<file path="config.mk">
export PLATFORM = sky130hd
export DESIGN_NAME = uart_tx
export DESIGN_NICKNAME = d
export VERILOG_FILES = /design/src/rtl/common_pkg.sv /design/src/rtl/sync_fifo.sv /design/src/rtl/uart_tx.sv
export SDC_FILE = /design/constraint.sdc
export NUM_CORES = 1
export LEC_CHECK = 0
export CORE_MARGIN = 1.5
export CORE_UTILIZATION = 35
export CTS_CLUSTER_DIAMETER = 200
export CTS_CLUSTER_SIZE = 24
export DETAILED_ROUTE_END_ITERATION = 8
export PLACE_DENSITY = 0.5
export SLEW_MARGIN = 20
export SYNTH_ARGS = -nofsm -noshare
export SYNTH_HDL_FRONTEND = slang
export SYNTH_SLANG_ARGS = --single-unit
</file>
<file path="constraint.sdc">
create_clock -name clk -period 2.8 [get_ports clk]
set_clock_uncertainty 0.2 [all_clocks]
set_input_delay 0.42 -clock clk [delete_from_list [all_inputs] [get_ports clk]]
set_output_delay 0.42 -clock clk [all_outputs]
set_load 0.02 [all_outputs]
</file>
<file path="src/rtl/common_pkg.sv">
// Shared UART definitions used by both the transmit and receive paths.
package common;

    localparam int UART_DATA_BITS = 8;

    // 100 MHz / 115200 baud; both ends use this default so their bit timing matches.
    localparam int DEFAULT_CLKS_PER_BIT = 868;

    typedef enum logic [1:0] {
        IDLE  = 2'd0,
        START = 2'd1,
        DATA  = 2'd2,
        STOP  = 2'd3
    } uart_tx_state_t;

endpackage

</file>
<file path="src/rtl/sync_fifo.sv">
// Synchronous circular-buffer FIFO. The head entry appears on pop_data
// combinationally. A push is visible for pop only from the following cycle.
module sync_fifo #(
    parameter int WIDTH = 8,
    parameter int DEPTH = 4
) (
    input  logic             clk,
    input  logic             reset,
    input  logic             push,
    input  logic [WIDTH-1:0] push_data,
    input  logic             pop,
    output logic [WIDTH-1:0] pop_data,
    output logic             full,
    output logic             empty
);

    localparam int AW = $clog2(DEPTH);
    localparam int PW = AW + 1;

    logic [WIDTH-1:0] mem [DEPTH];
    logic [PW-1:0]    wr_ptr;
    logic [PW-1:0]    rd_ptr;
    logic             do_push;
    logic             do_pop;

    // Pointers carry one extra MSB, so equal indices with different MSBs mean full.
    assign empty    = (wr_ptr == rd_ptr);
    assign full     = (wr_ptr[AW] != rd_ptr[AW]) && (wr_ptr[AW-1:0] == rd_ptr[AW-1:0]);
    assign do_push  = push && !full;
    assign do_pop   = pop && !empty;
    assign pop_data = mem[rd_ptr[AW-1:0]];

    // Advance the pointers; they wrap naturally at 2*DEPTH.
    always_ff @(posedge clk) begin
        if (reset) begin
            wr_ptr <= '0;
            rd_ptr <= '0;
        end else begin
            if (do_push) wr_ptr <= wr_ptr + PW'(1);
            if (do_pop)  rd_ptr <= rd_ptr + PW'(1);
        end
    end

    // Storage is left unreset; entries are only read after they have been written.
    always_ff @(posedge clk) begin
        if (do_push) mem[wr_ptr[AW-1:0]] <= push_data;
    end

endmodule

</file>
<file path="src/rtl/uart_tx.sv">
// 8N1 UART transmitter. Bytes are queued in a small FIFO through a valid/ready
// handshake. A baud counter and frame FSM then shift them LSB first onto io_tx.
//
// state | meaning
// IDLE  | line high, waiting for a queued byte
// START | start bit (0) on the line
// DATA  | data bit shift[0] on the line, eight times
// STOP  | stop bit (1); chains straight into START if another byte is queued
module uart_tx
    import common::*;
#(
    parameter int CLKS_PER_BIT = DEFAULT_CLKS_PER_BIT,
    parameter int FIFO_DEPTH   = 4
) (
    input  logic       clk,
    input  logic       reset,
    input  logic [7:0] tx_data,
    input  logic       tx_valid,
    output logic       tx_ready,
    output logic       io_tx,
    output logic       tx_busy
);

    localparam int BW = $clog2(CLKS_PER_BIT);
    localparam int IW = $clog2(UART_DATA_BITS);
    localparam logic [BW-1:0] BAUD_LAST = BW'(CLKS_PER_BIT - 1);
    localparam logic [IW-1:0] BIT_LAST  = IW'(UART_DATA_BITS - 1);

    uart_tx_state_t      state;
    logic [BW-1:0]       baud_cnt;
    logic [IW-1:0]       bit_idx;
    logic [7:0]          shift;
    logic [7:0]          head;
    logic                fifo_full;
    logic                fifo_empty;
    logic                fifo_push;
    logic                fifo_pop;
    logic                bit_end;

    // tx_ready depends on FIFO state only; a pop in the same cycle does not free a slot.
    assign tx_ready  = !fifo_full;
    assign fifo_push = tx_valid && tx_ready;
    assign bit_end   = (baud_cnt == BAUD_LAST);
    assign tx_busy   = (state != IDLE) || !fifo_empty;

    // Pop whenever the FSM is about to load a new frame.
    always_comb begin
        fifo_pop = 1'b0;
        if (!fifo_empty) begin
            if (state == IDLE)               fifo_pop = 1'b1;
            if (state == STOP && bit_end)    fifo_pop = 1'b1;
        end
    end

    sync_fifo #(
        .WIDTH (8),
        .DEPTH (FIFO_DEPTH)
    ) u_fifo (
        .clk       (clk),
        .reset     (reset),
        .push      (fifo_push),
        .push_data (tx_data),
        .pop       (fifo_pop),
        .pop_data  (head),
        .full      (fifo_full),
        .empty     (fifo_empty)
    );

    // Frame FSM; io_tx is loaded with the level of the upcoming bit so it stays a pure flop.
    always_ff @(posedge clk) begin
        if (reset) begin
            state    <= IDLE;
            baud_cnt <= '0;
            bit_idx  <= '0;
            shift    <= '0;
            io_tx    <= 1'b1;
        end else begin
            case (state)
                IDLE: begin
                    io_tx <= 1'b1;
                    if (!fifo_empty) begin
                        shift    <= head;
                        baud_cnt <= '0;
                        bit_idx  <= '0;
                        io_tx    <= 1'b0;
                        state    <= START;
                    end
                end
                START: begin
                    if (bit_end) begin
                        baud_cnt <= '0;
                        bit_idx  <= '0;
                        io_tx    <= shift[0];
                        state    <= DATA;
                    end else begin
                        baud_cnt <= baud_cnt + BW'(1);
                    end
                end
                DATA: begin
                    if (bit_end) begin
                        baud_cnt <= '0;
                        shift    <= shift >> 1;
                        bit_idx  <= bit_idx + IW'(1);
                        if (bit_idx == BIT_LAST) begin
                            io_tx <= 1'b1;
                            state <= STOP;
                        end else begin
                            io_tx <= shift[1];
                        end
                    end else begin
                        baud_cnt <= baud_cnt + BW'(1);
                    end
                end
                STOP: begin
                    if (bit_end) begin
                        baud_cnt <= '0;
                        if (!fifo_empty) begin
                            shift   <= head;
                            bit_idx <= '0;
                            io_tx   <= 1'b0;
                            state   <= START;
                        end else begin
                            io_tx <= 1'b1;
                            state <= IDLE;
                        end
                    end else begin
                        baud_cnt <= baud_cnt + BW'(1);
                    end
                end
                default: begin
                    io_tx <= 1'b1;
                    state <= IDLE;
                end
            endcase
        end
    end

endmodule

</file>
# [Word level (Yosys, flattened, before mapping)]
# Memories as Yosys holds them, arrays and structs flattened. A register that Yosys moved wholly into a read port is not among the register bits.
# Index checks and enable logic that the tools add are counted.
[word_totals] regBits=30 latch_bits=0 input_bits=11 n_memories=1 wordCells=72 romBits=0 mem_bits_rw=32 out_inout_bits=3
[classes] div_mod_pow=0 bitwise=0 n_addsub=4 n_reduce_logical=15 muxes=32 n_eq_ne=13 n_mul=0 shift=0 magnitude_cmp=0
[mem_list] memory="u_fifo.mem" words=4 width=8 read_ports=1 rd_ports_with_merged_regs=1 write_ports=1 line="sync_fifo.sv:20" source="logic [WIDTH-1:0] mem [DEPTH];"
[ops] op="$mux 8" count=3
[ops] op="$pmux 8 s3" count=1
[ops] op="$mux 10" count=2
[ops] op="$pmux 10 s2" count=1
[ops] op="$mux 2" count=7
[ops] op="$mux 3" count=4
[ops] op="$pmux 3 s4" count=1
[ops] op="$mux 1" count=11
[ops] op="$add 10x1->10 const B" count=1
[ops] op="$eq 10x10->1 const B" count=1
[ops] op="$ne 2x2->1 const B" count=5
[ops] op="$add 3x1->3 const B" count=3
[ops] op="$pmux 2 s4" count=1
[ops] op="$reduce_and 3->1" count=2
[ops] op="$logic_and 1x1->1" count=5
[ops] op="$reduce_and 5->1" count=1
[ops] op="$eq 2x2->1 const B" count=2
[ops] op="$pmux 1 s4" count=1
[ops] op="$eq 3x3->1" count=1
[ops] op="$eq 3x3->1 const B" count=1
[ops] op="$reduce_bool 3->1" count=1
[ops] op="$reduce_or 3->1" count=1
[ops] op="$eq 2x1->1 const B" count=1
[ops] op="$eq 2x2->1" count=1
[ops] op="other kinds (5)" count=6

# [Depth between registers and ports, before layout]
# Gate-level depths: netlist of run 1.
[logic_depth] ltp_word=7 ltp_mapped=8

# [Modules after synthesis]
# Synthesis of run 1 repeated with hierarchy kept, for this count alone.
[unflattened] cells_unflattened=265 area_unflattened_um2=3103.0
[modules_own_cells] module="sync_fifo" area_per_inst_um2=1731.7 instances=1 cells_each=110
[modules_own_cells] module="uart_tx" area_per_inst_um2=1371.3 instances=1 cells_each=155

# [Worst setup path before layout of run 1]
# OpenSTA, ideal clock, no wires.
[synth_path] kind="reg-to-reg" start="register state[0]" end="register shift[2]" required_time_ns=2.512 setup_ns=0.088 t_arrival_ns=1.768 stages_incl_launch_ff=8 setup_slack_ns=0.743 cell_sequence="dfxtp_1 -> inv_1 -> ha_1 -> or2_2 -> a221oi_4 -> buf_6 -> nor2_1 -> a311oi_2"
[synth_between] elab_chain_len=3 elab_cells_between_ends=8
[synth_rtl] item="from (decl)" line="uart_tx.sv:29" source="uart_tx_state_t state;"
[synth_rtl] item="from (signal assigned)" line="uart_tx.sv:72" source="state <= IDLE;"
[synth_rtl] item="from (signal assigned)" line="uart_tx.sv:86" source="state <= START;"
[synth_rtl] item="from (signal assigned)" line="uart_tx.sv:94" source="state <= DATA;"
[synth_rtl] item="$eq 2x2->1 or $logic_not 2->1 (tied branches)" line="uart_tx.sv:78" source="case (state)"
[synth_rtl] item="$ne 2x2->1 (no source line) or $reduce_bool 3->1 (tied branches)"
[synth_rtl] item="$reduce_and 3->1 (no source line)"
[synth_rtl] item="to (signal assigned)" line="uart_tx.sv:102" source="shift <= shift >> 1;"
[synth_rtl] item="to (decl)" line="uart_tx.sv:32" source="logic [7:0] shift;"
# Several ways; a longest one is shown, not always the timed one.
# A chain may end at the register's enable or synchronous reset.

# [Worst setup path after layout of run 1]
[layout_path] start="register state[0]" end="output port tx_busy"
[layout_between] elab_chain_len=2
[layout_rtl] item="$reduce_bool 2->1" line="uart_tx.sv:44" source="assign tx_busy = (state != IDLE) || !fifo_empty;"
[layout_rtl] item="$logic_or 1x1->1" line="uart_tx.sv:44"
[layout_rtl] item="to (decl)" line="uart_tx.sv:21" source="output logic tx_busy"
# No other way between the ends.

==> flow_metrics.env, run 1 <==
export IMPL_cts_root_buffer="clkbuf_8"
export IMPL_setup_viol=0
export IMPL_antenna_left=0
export IMPL_numCtsBuffers=9
export IMPL_netlist_instances=240
export IMPL_status="complete, no violations"
export IMPL_avgViaCountPerCell=4.99
export IMPL_worstSetupPathType="reg2out"
export IMPL_netlist_area_um2=2850
export IMPL_fin_crit_sh_pct=91.9
export IMPL_pwr_share_comb_pct=35.7
export IMPL_die_area_um2=8700
export IMPL_synth_nets=264
export IMPL_grt_pass1_vias=1759
export IMPL_cts_resized=0
export IMPL_cellInternalPower_mw=2.00
export IMPL_vdd_drop_max_mv=0.305
export IMPL_syn_avg_cell_area_um2=11.9
export IMPL_power_switching_mw=1.12
export IMPL_port_buffers=13
export IMPL_slew_headroom_pct=55.6
export IMPL_detail_route_iter0_violations=49
export IMPL_swShare_pct=36.0
export IMPL_nets=281
export IMPL_grt_usage_pct=13.9
export IMPL_rsz0062_at_grt="false"
export IMPL_grt_max_degree=21
export IMPL_ios=14
export IMPL_total_power_mw=3.12
export IMPL_crit_fanout=10
export IMPL_fin_worst_hold_slack_ns=0.265
export IMPL_grt_overflow=0
export IMPL_fmaxAchievable_mhz=388
export IMPL_clk_path_buf_depth=2
export IMPL_cts_reportedPaths_clkPinSlew_ns=0.07
export IMPL_num_rows=32
export IMPL_tightest_slew_ns=0.666
export IMPL_min_path_type="reg2reg"
export IMPL_drc_errors=0
export IMPL_cp_data_required_time_ns=2.18
export IMPL_gp_congestion=0.754
export IMPL_antenna_found_initial=0
export IMPL_fin_tns_setup_ns=0
export IMPL_finalMaxSlewViolations=0
export IMPL_initial_utilization_pct=36.5
export IMPL_multiInputGateArea_um2=1170
export IMPL_postCtsSetupRepairBufs=0
export IMPL_power_leakage_nw=1.16
export IMPL_synth_edf_count=32
export IMPL_clockPowerShare_pct=25.2
export IMPL_grt_pass1_wl_um=8940
export IMPL_power_density_nw_per_um2=952
export IMPL_die_h_um=93.3
export IMPL_wl_per_cell_um=14.4
export IMPL_drive_gt1_share_pct=13.4
export IMPL_clk_latency_ns=0.35
export IMPL_vias=1818
export IMPL_core_um2=7810
export IMPL_maxCapViolations=0
export IMPL_area_growth_pct=15.1
export IMPL_dp_hpwl_um=3500
export IMPL_ys_types=41
export IMPL_cp_start_kind="flop"
export IMPL_hold_viol=0
export IMPL_first_pass_iters=4
export IMPL_synth_main_ff_cell="edfxtp_1"
export IMPL_antenna_cells=0
export IMPL_async_flop_share_pct=0
export IMPL_finalInstanceArea_um2=3280
export IMPL_placed_cell_area_um2=3090
export IMPL_die_w_um=93.3
export IMPL_min_period_ns=2.57
export IMPL_seq_area_um2=1600
export IMPL_cts_hold_buffers_added=0
export IMPL_cts_sinks=64
export IMPL_synth_seq_cells=64
export IMPL_fillers=767
export IMPL_ctsHtreeMaxLevel=3
export IMPL_cp_end_kind="output port"
export IMPL_totalWireLength_um=5240
export IMPL_yosysWarningCount=0
export IMPL_arrival_ns=1.95
export IMPL_seq_area_frac_synth_pct=56.2
export IMPL_pwr_share_seq_pct=39.1
export IMPL_cts_tree="built"
## power by group through the flow
| stage | Combinational (mW) | Sequential [mW] | Clock, mW |
|---|---|---|---|
| after global routing | 1.25 | 1.25 | 0.862 |
| after floorplan | 0.887 | 1.20 | 0 |
| after detailed placement | 1.12 | 1.25 | 0 |
| after CTS | 1.13 | 1.23 | 0.811 |
| final | 1.11 | 1.22 | 0.788 |
| after global placement | 1.11 | 1.25 | 0 |
## cell type report
cell class              instances  area share [%]
clock buffers                   9            3.77
clock inverters                 7            2.17
inverters                       6           0.686
multi-input cells             158            35.6
flip-flops and latches         64            48.8
well taps                     102            3.89
repair buffers                 18            5.11
## metrics by stage
step / worst slack, ns / instances / util (%)
detailed placement: 0.431 / 348 / 39.6
finish: 0.226 / 364 / 42.1
floorplan: 0.743 / 240 / -
CTS: 0.187 / 364 / 42.1
global route: 0.0587 / 364 / 42.1
global placement: 0.497 / 348 / 39.6
## synth_stat cells (2+ instances only)
cell / n / share of area, %
dfxtp_1: 32 / 22
clkbuf_1: 8 / 1.1
nor3_1: 5 / 0.88
xnor2_1: 6 / 1.8
or3_1: 3 / 0.66
nand3_1: 7 / 1.2
edfxtp_1: 32 / 34
a41oi_1: 2 / 0.61
and3_1: 4 / 0.88
nor2_1: 25 / 3.3
o21ai_0: 4 / 0.70
and2_1: 6 / 1.3
nand3b_1: 2 / 0.53
a311oi_2: 2 / 1.1
ha_1: 13 / 5.7
nand2_1: 25 / 3.3
xor2_1: 3 / 0.92
buf_2: 2 / 0.35
a311oi_1: 11 / 3.4
a21oi_1: 14 / 2.5
inv_1: 6 / 0.79
nand4_1: 2 / 0.44
mux4_2: 8 / 6.3
## path summary, 6_finish.rpt
path              startpoint         end  depth (start not counted)  slack (ns)
hold reg to reg   bit_idx[1]  bit_idx[1]                          2        0.27
setup reg to reg    state[0]    shift[2]                          6        0.39
hold / removal    bit_idx[1]  bit_idx[1]                          2        0.27
setup / recovery    state[0]     tx_busy                          4        0.23
## critical path: stages, from the launching register on
cell and delay (ns):
dfxtp_1 0.35, inv_1 0.12, ha_1 0.40, nand4_1 0.17
clkdlybuf4s50_1 0.57
## cell families (layout without fill, tap and decap cells)
kind of cell / after synthesis / count (layout) / synth area share (%)
compound gates: 43 / 43 / 12.0
xor+xnor: 9 / 9 / 2.76
fa+ha+maj: 13 / 13 / 5.70
buf+inv: 18 / 40 / 2.85
flops: 64 / 64 / 56.2
mux: 9 / 9 / 6.67
simple gates: 84 / 84 / 13.9
## registers in the layout, indices dropped and copies added (netlist names), named ones only
name,cells
baud_cnt,10
bit_idx,3
io_tx,1
shift,8
state,2
u_fifo.mem,32
u_fifo.rd_ptr,3
u_fifo.wr_ptr,3
## layout by cell type (no fill, tap or decap), types with 2 or more instances in the layout
master,synthesis,final
dfxtp_1,32,32
edfxtp_1,32,32
nand2_1,25,25
nor2_1,25,25
a21oi_1,14,14
ha_1,13,13
clkdlybuf4s50_1,0,13
a311oi_1,11,11
clkbuf_8,0,9
mux4_2,8,8
nand3_1,7,7
xnor2_1,6,6
inv_1,6,6
and2_1,6,6
nor3_1,5,5
buf_4,1,5
o21ai_0,4,4
and3_1,4,4
xor2_1,3,3
or3_1,3,3
clkinvlp_4,0,3
nand4_1,2,2
a311oi_2,2,2
a41oi_1,2,2
nand3b_1,2,2
clkinv_2,0,2
## metal layers
layer,up-vias,wire length (µm),global-route usage [%]
met2,23,2390,20.4
met3,7,201,4.88
li1,929,-,-
met4,0,87,6.06
met1,859,2560,18.4
met5,-,0,0
Power figures use the tool's default switching activity.
==> run 2, diff against run 1 <==
CORE_MARGIN = 5   (was 1.5)
DONT_BUFFER_PORTS = 1   (was default)
PLACE_DENSITY = 0.48   (was 0.5)
==> run 2 against run 1 <==
  * Utilization shrank 1.3 points
  * Design area grew 0.42%
  * Maximum frequency grew 7.1%
  * Combinational power shrank 5%
  * Worst setup slack gained 0.17 ns
  * Critical path type is now reg2reg
==> flow_metrics.env, run 2 (same netlist as run 1, synthesis figures left out) <==
export IMPL_pwr_share_seq_pct=37.9
export IMPL_vias=1810
export IMPL_slew_headroom_pct=54.4
export IMPL_area_growth_pct=15.6
export IMPL_fin_worst_hold_slack_ns=0.141
export IMPL_initial_utilization_pct=35.2
export IMPL_power_density_nw_per_um2=987
export IMPL_placed_cell_area_um2=2950
export IMPL_antenna_left=0
export IMPL_total_power_mw=3.25
export IMPL_layout_common_cells="dfxtp_1 (32), edfxtp_1 (32), nand2_1 (25), nor2_1 (25), a21oi_1 (14)"
export IMPL_cp_end_kind="flop"
export IMPL_crit_fanout=16
export IMPL_setup_viol=0
export IMPL_crit_path_top_delay_cell="a221oi_4"
export IMPL_nets=276
export IMPL_gp_congestion=0.756
export IMPL_first_pass_iters=4
export IMPL_hold_viol=0
export IMPL_clockPowerShare_pct=29.7
export IMPL_cp_num_buf_inv=1
export IMPL_die_h_um=100
export IMPL_grt_pass1_wl_um=9190
export IMPL_cellInternalPower_mw=2.15
export IMPL_cpLargestDelayFamily="compound AO/OA/AOI/OAI gates"
export IMPL_clk_path_buf_depth=2
export IMPL_totalWireLength_um=5350
export IMPL_ctsHtreeMaxLevel=3
export IMPL_grt_max_degree=32
export IMPL_cts_resized=0
export IMPL_swShare_pct=34.0
export IMPL_avgViaCountPerCell=5.00
export IMPL_postLayoutCoreUtil_pct=40.7
export IMPL_cts_reportedPaths_clkPinSlew_ns=0.08
export IMPL_pwr_share_comb_pct=32.4
export IMPL_crit_path_max_incr_delay_ns=0.61
export IMPL_min_period_ns=2.40
export IMPL_largest_register_ffs=32
export IMPL_antenna_cells=0
export IMPL_antenna_found_initial=0
export IMPL_status="complete, no violations"
export IMPL_fin_crit_sh_pct=85.9
export IMPL_drc_errors=0
export IMPL_layoutNonFillerInstCount=362
export IMPL_detail_route_iter0_violations=62
export IMPL_core_um2=8090
export IMPL_cp_start_kind="flop"
export IMPL_holdCritStartpoint="reset"
export IMPL_grt_overflow=0
export IMPL_met3_usage_pct=3.41
export IMPL_wl_per_cell_um=14.8
export IMPL_startpoint="state[0]"
export IMPL_min_path_type="in2reg"
export IMPL_grt_pass1_vias=1845
export IMPL_placed_cells=337
export IMPL_dp_hpwl_um=3630
export IMPL_tightest_slew_ns=0.683
export IMPL_grt_usage_pct=11.9
export IMPL_numCtsBuffers=9
export IMPL_maxCapViolations=0
export IMPL_crit_chain="inv_1 > ha_1 > or2_2 > a221oi_4 > nor2_1 > a311oi_2"
export IMPL_cp_data_required_time_ns=2.85
export IMPL_fin_tns_setup_ns=0
export IMPL_power_switching_mw=1.10
export IMPL_ios=14
export IMPL_r2r_start="state[0]"
export IMPL_vdd_drop_max_mv=0.327
export IMPL_use_met2_pct=19.6
export IMPL_cts_sinks=64
export IMPL_port_buffers=0
export IMPL_pre_cts_ws_ns=0.422
export IMPL_cts_root_buffer="clkbuf_8"
export IMPL_finalMaxSlewViolations=0
export IMPL_die_area_um2=10100
export IMPL_worstSetupPathType="reg2reg"
export IMPL_cts_tree="built"
export IMPL_num_rows=33
export IMPL_arrival_ns=2.46
export IMPL_postCtsSetupRepairBufs=0
export IMPL_met1_usage_pct=14.6
export IMPL_rsz0062_at_grt="false"
export IMPL_grt_busiest_layer="met2"
export IMPL_power_leakage_nw=1.17
export IMPL_worst_slack_ns=0.395
export IMPL_die_w_um=100
export IMPL_fmaxAchievable_mhz=416
export IMPL_finalInstanceArea_um2=3300
export IMPL_drive_gt1_share_pct=13.6
export IMPL_clk_latency_ns=0.34
export IMPL_cts_hold_buffers_added=9
run 2: changes by cell type in the layout (fill, tap and decap cells not counted), sizes merged:
cell / before / now
clkinv: 2 / 1
dlygate4sd3: 0 / 8
clkdlybuf4s50: 13 / 0
bufinv: 1 / 3
clkinvlp: 3 / 2
run 2: final cells by class:
cell class	instances	area (µm²)
fillers	815	4800
clock inverters	7	119
inverters	6	22.5
flip-flops and latches	64	1600
repair buffers	13	130
well taps	105	131
clock buffers	9	124
multi-input cells	158	1170
run 2: routing by layer:
metal / wire length [µm] / share of wire (%)
met2: 2660 / 50
met4: 77 / 1.4
met1: 2450 / 46
met3: 156 / 2.9
met5: 0 / 0
run 2: path summary, 6_finish.rpt:
check	endpoint	slack [ns]	depth (start not counted)
min	baud_cnt[2]	0.14	2
max reg2reg	shift[3]	0.40	6
min reg2reg	bit_idx[2]	0.26	2
max	shift[3]	0.40	6
run 2: power groups by stage:
stage	clock network, mW	logic (mW)	registers (mW)
6_report	0.966	1.06	1.23
5_1_grt	1.04	1.19	1.26
4_1_cts	0.995	1.08	1.24
3_5_place_dp	0	1.05	1.26
3_3_place_gp	0	1.04	1.26
2_1_floorplan	0	0.887	1.20
